===== config.mk =====
export PLATFORM = sky130hd
export DESIGN_NAME = part_select_reader
export DESIGN_NICKNAME = d
export VERILOG_FILES = /design/src/rtl/part_select_pkg.sv /design/src/rtl/slice_extract.sv /design/src/rtl/part_select_reader.sv
export SDC_FILE = /design/constraint.sdc
export NUM_CORES = 1
export LEC_CHECK = 0
export ABC_AREA = 1
export ABC_CLOCK_PERIOD_IN_PS = 5800
export BUFFER_PORTS_ARGS = -buffer_cell sky130_fd_sc_hd__buf_2
export CORE_UTILIZATION = 48
export CTS_BUF_LIST = sky130_fd_sc_hd__clkbuf_16
export DETAILED_ROUTE_END_ITERATION = 8
export GPL_TIMING_DRIVEN = 0
export PLACE_DENSITY_LB_ADDON = 0.15
export REMOVE_ABC_BUFFERS = 1
export SYNTH_ARGS = -nofsm -noshare
export SYNTH_HDL_FRONTEND = slang
export SYNTH_SLANG_ARGS = --single-unit

===== constraint.sdc =====
create_clock -name clk -period 5.8 [get_ports clk]
set_input_delay 0.58 -clock clk [delete_from_list [all_inputs] [get_ports clk]]
set_output_delay 0.58 -clock clk [all_outputs]
set_load 0.01 [all_outputs]

===== src/rtl/part_select_pkg.sv =====
// Shared types for the part-select reader: controller state encoding.
package part_select_pkg;

    typedef enum logic {
        IDLE = 1'b0,
        EMIT = 1'b1
    } state_t;

endpackage


===== src/rtl/slice_extract.sv =====
// Combinational slice extraction: data = word[pos +: SLICE], bits past the top of word read 0.
module slice_extract #(
    parameter int WIDTH = 32,
    parameter int SLICE = 4,
    parameter int CTRLW = $clog2(WIDTH)
) (
    input  logic [WIDTH-1:0] word,
    input  logic [CTRLW-1:0] pos,
    output logic [SLICE-1:0] data
);

    // WIDTH is a power of two, so the carry bit of pos+i flags an index past the top.
    for (genvar i = 0; i < SLICE; i++) begin : g_bit
        logic [CTRLW:0] idx;
        assign idx     = {1'b0, pos} + (CTRLW+1)'(i);
        assign data[i] = idx[CTRLW] ? 1'b0 : word[idx[CTRLW-1:0]];
    end

endmodule


===== src/rtl/part_select_reader.sv =====
// Accepts a word plus base/stride/count and streams count slices over a valid/ready port.
module part_select_reader
    import part_select_pkg::*;
#(
    parameter int WIDTH = 32,
    parameter int SLICE = 4,
    parameter int CTRLW = $clog2(WIDTH),
    parameter int CNTW  = 8
) (
    input  logic             clk,
    input  logic             rst_n,
    input  logic             load_valid,
    output logic             load_ready,
    input  logic [WIDTH-1:0] load_word,
    input  logic [CTRLW-1:0] load_base,
    input  logic [CTRLW-1:0] load_stride,
    input  logic [CNTW-1:0]  load_count,
    output logic             out_valid,
    input  logic             out_ready,
    output logic [SLICE-1:0] out_data,
    output logic             out_last,
    output logic             busy
);

    state_t           state, state_nx;
    logic [WIDTH-1:0] word_q;
    logic [CTRLW-1:0] pos_q;
    logic [CTRLW-1:0] stride_q;
    logic [CNTW-1:0]  rem_q;
    logic [SLICE-1:0] slice;
    logic             emit;
    logic             accept;
    logic             fire;

    assign emit       = (state == EMIT);
    assign load_ready = (state == IDLE);
    assign accept     = load_valid && load_ready;
    assign fire       = out_valid && out_ready;

    slice_extract #(
        .WIDTH(WIDTH),
        .SLICE(SLICE),
        .CTRLW(CTRLW)
    ) u_extract (
        .word(word_q),
        .pos (pos_q),
        .data(slice)
    );

    // Outputs depend only on registered state, never on load_*.
    assign out_valid = emit;
    assign busy      = emit;
    assign out_last  = emit && (rem_q == CNTW'(1));
    assign out_data  = emit ? slice : '0;

    always_ff @(posedge clk) begin
        if (!rst_n) begin
            state    <= IDLE;
            word_q   <= '0;
            pos_q    <= '0;
            stride_q <= '0;
            rem_q    <= '0;
        end else begin
            state <= state_nx;
            if (accept) begin
                word_q   <= load_word;
                pos_q    <= load_base;
                stride_q <= load_stride;
                rem_q    <= load_count;
            end else if (fire) begin
                pos_q <= pos_q + stride_q;
                rem_q <= rem_q - CNTW'(1);
            end
        end
    end

    always_comb begin
        state_nx = state;
        case (state)
            IDLE: if (accept && load_count != '0) state_nx = EMIT;
            EMIT: if (fire && out_last)           state_nx = IDLE;
            default:                              state_nx = IDLE;
        endcase
    end

endmodule


==> flow_summary.ini <==
[route]
drtIter0Drc = 202
wirelength_um = 8830
antenna_left = 0
vias_per_cell = 5.28
drc = 0
dr.pass1.iters = 5
wl_per_cell_um = 12.8
route.vias.total = 3650

[outcome]
status = completed

[worst_hold_path]
min_to = rem_q[1]
hp-start = rem_q[1]
whs_path_depth = 2
hold_path.class = reg2reg

[cells_and_area]
area.growth.synth_to_final_pct = 10.8
multiInputGateArea_sq_mm = 0.00211
fin_cells = 691
antennaDiodeCount = 0
fillers = 737
fin_nets = 659
layout-drive-gt1-share = 0.134
seq_area_sq_mm = 0.00102

[sta]
skew_ns = 0.00483
worst_pin_slew_ns = 1.39
setup_viol = 0
max_freq_ghz = 0.230
rsz0062_at_grt = no
slew_violations = 0
fin_setup_tns_ns = 0
slew-limit-headroom = 0.0723
post-route-min-period_ns = 4.35
final_hold_viol_count = 0
min_period_over_period = 0.750

[floorplanning]
dieWidth_um = 86.9
rows = 30
io_pins = 62
design.die.area_sq_mm = 0.00754
die_h_um = 86.9
core_sq_mm = 0.00687
initial_core_util = 0.503

[critical_path]
crit_start = pos_q[0]
crit_chain = inv_6 > ha_1 > inv_2 > nand3_1 > nand3_1 > o21ai_1 > nand2_1 > nand2_1 > nor2_1 > nor2_1 > buf_2
path_max_fanout = 38
reg2reg_to = pos_q[4]
worstSetupPathType = reg2out
reg2reg_setup_slack_ns = 3.13
cp_slowest_cell = dfxtp_1
regToRegStartpoint = pos_q[0]
start_kind = register
cp.arrival_ns = 3.77
end_kind = output pin
max_stage_delay_ns = 1.24
required_ns = 5.22
rr_worst_depth = 7

[logic_synthesis]
synth_seq_cells = 51
synth_top_area_frac = 0.295
yosysWarnings = 0
synthFlopType = dfxtp_1
synth_area_leaders = dfxtp_1 (30%), nand2_1 (15%), nand3_1 (14%)
avgSynthCellArea_sq_um = 6.23
yosys.area.top_type = dfxtp_1
syn_inst = 555
synth-edff-count = 0
synth_area_sq_mm = 0.00346
synthArstFlopShare = 0
synth_most_common_cell = nand2_1
synth_common_cells = nand2_1 (139), nand3_1 (99), nor2_1 (90), dfxtp_1 (51), o21ai_0 (49)
synth_cell_types = 34
synth-seq-area-share = 0.295

[global_routing]
gr-total-overflow = 0
grt_pass1_wl_um = 14700
grtUsageTotal = 0.246
grt_max_degree = 47
grt_pass1_vias = 3270
antenna_found_initial = 0

[pwr]
pwr_density_cell_mw_per_mm2 = 267
vdd_drop_max_v = 0.000148
p_leak_nw = 1.83

[placed_design]
dp_cells = 683
gp_congestion = 0.901
portBuffers = 61
dpl.hpwl_um = 6150

[clocking]
path_clk_slew_ns = 0.06
cts_resized = 0
cts_sinks = 51
cts_max_level = 2
cts_hold_buf = 0
ctsLongestPathBuffers = 2
post_cts_buffers = 0
clk_latency_ns = 0.29
numCtsBuffers = 5
tritoncts = built
cts-root-buf = clkbuf_16

[flow_run]
maxCapViolCount = 0
==> how the worst max path moves through the flow <==
stage,to,slack (ns)
floorplan,out_data[1],2.70
global placement,out_data[1],1.81
CTS,out_data[1],1.50
finish,out_data[1],1.45
detailed placement,out_data[1],1.84
global route,out_data[1],1.13
==> layout by cell type, fill, tap and decap left out <==
cell,netlist,layout
xor2_1,9,9
xnor2_1,3,3
nor3_1,1,1
fa_1,1,1
nand2_2,1,1
o221ai_1,1,1
clkinv_2,0,1
buf_2,7,61
o21ai_1,2,2
nand2_1,139,139
inv_2,5,5
a31oi_1,5,5
nor2_1,90,90
a21oi_2,1,1
a21oi_1,17,17
dfxtp_1,51,51
o21ai_0,49,49
clkbuf_16,0,5
xor2_2,1,1
a22o_1,1,1
nand3b_1,1,1
nor4_1,2,2
inv_1,26,28
o22ai_1,1,1
nor3_2,1,1
a211oi_1,3,3
ha_1,10,10
inv_4,1,1
inv_6,1,1
or2_2,2,2
nand4_1,2,2
nand3_1,99,99
==> kinds of logic after synthesis <==
| family | count (synthesis) | share of synthesized area |
|---|---|---|
| XOR/XNOR | 13 | 0.0351 |
| AND/OR/NAND/NOR | 338 | 0.411 |
| AO/OA/AOI/OAI | 80 | 0.123 |
| buffers and inverters | 62 | 0.0927 |
| adder cells (fa/ha/maj) | 11 | 0.0420 |
| flip-flops | 51 | 0.295 |
==> critical path, delay by kind of cell, from the launching register on <==
kind	cells	cell delay, ns
flip-flops	1	1.24
AND/OR/NAND/NOR	6	0.56
buffers and inverters	3	0.71
AO/OA/AOI/OAI	1	0.14
adder cells (fa/ha/maj)	1	0.78
==> stage by stage <==
step	hold slack [ns]	util	total power, mW	worst slack [ns]	area [sq um]
after floorplan	0.455	-	0.646	2.70	3270
after global placement	0.468	0.538	0.739	1.81	3690
after detailed placement	0.469	0.538	0.744	1.84	3690
after CTS	0.479	0.558	1.02	1.50	3830
after global routing	0.501	0.558	1.09	1.13	3830
final	0.479	0.558	1.02	1.45	3830
==> state kept, by name (all words and copies together) (netlist names) <==
signal    count
word_q       32
busy          1
stride_q      5
rem_q         8
pos_q         5
==> area by class of cell <==
cell class,count,share of cell area
Tap cell,96,0.0314
Sequential cell,51,0.267
Timing Repair Buffer,61,0.0797
Inverter,33,0.0343
Clock buffer,5,0.0327
Multi-Input combinational cell,442,0.552
Clock inverter,3,0.00327
==> routing by layer <==
layer	up-vias	part of all wire	global-route usage	wire, um
met3	12	0.038	0.0341	337
met4	0	0.013	0.0788	114
met1	1644	0.49	0.329	4300
li1	1903	-	-	-
met2	91	0.46	0.410	4080
met5	-	0	0	0
==> where the power goes <==
group | total, mW | switching [mW] | internal [mW]
clock network | 0.281 | 0.125 | 0.156
registers | 0.423 | 0.0420 | 0.381
logic | 0.317 | 0.197 | 0.120
(Power assumes the default switching activity.)
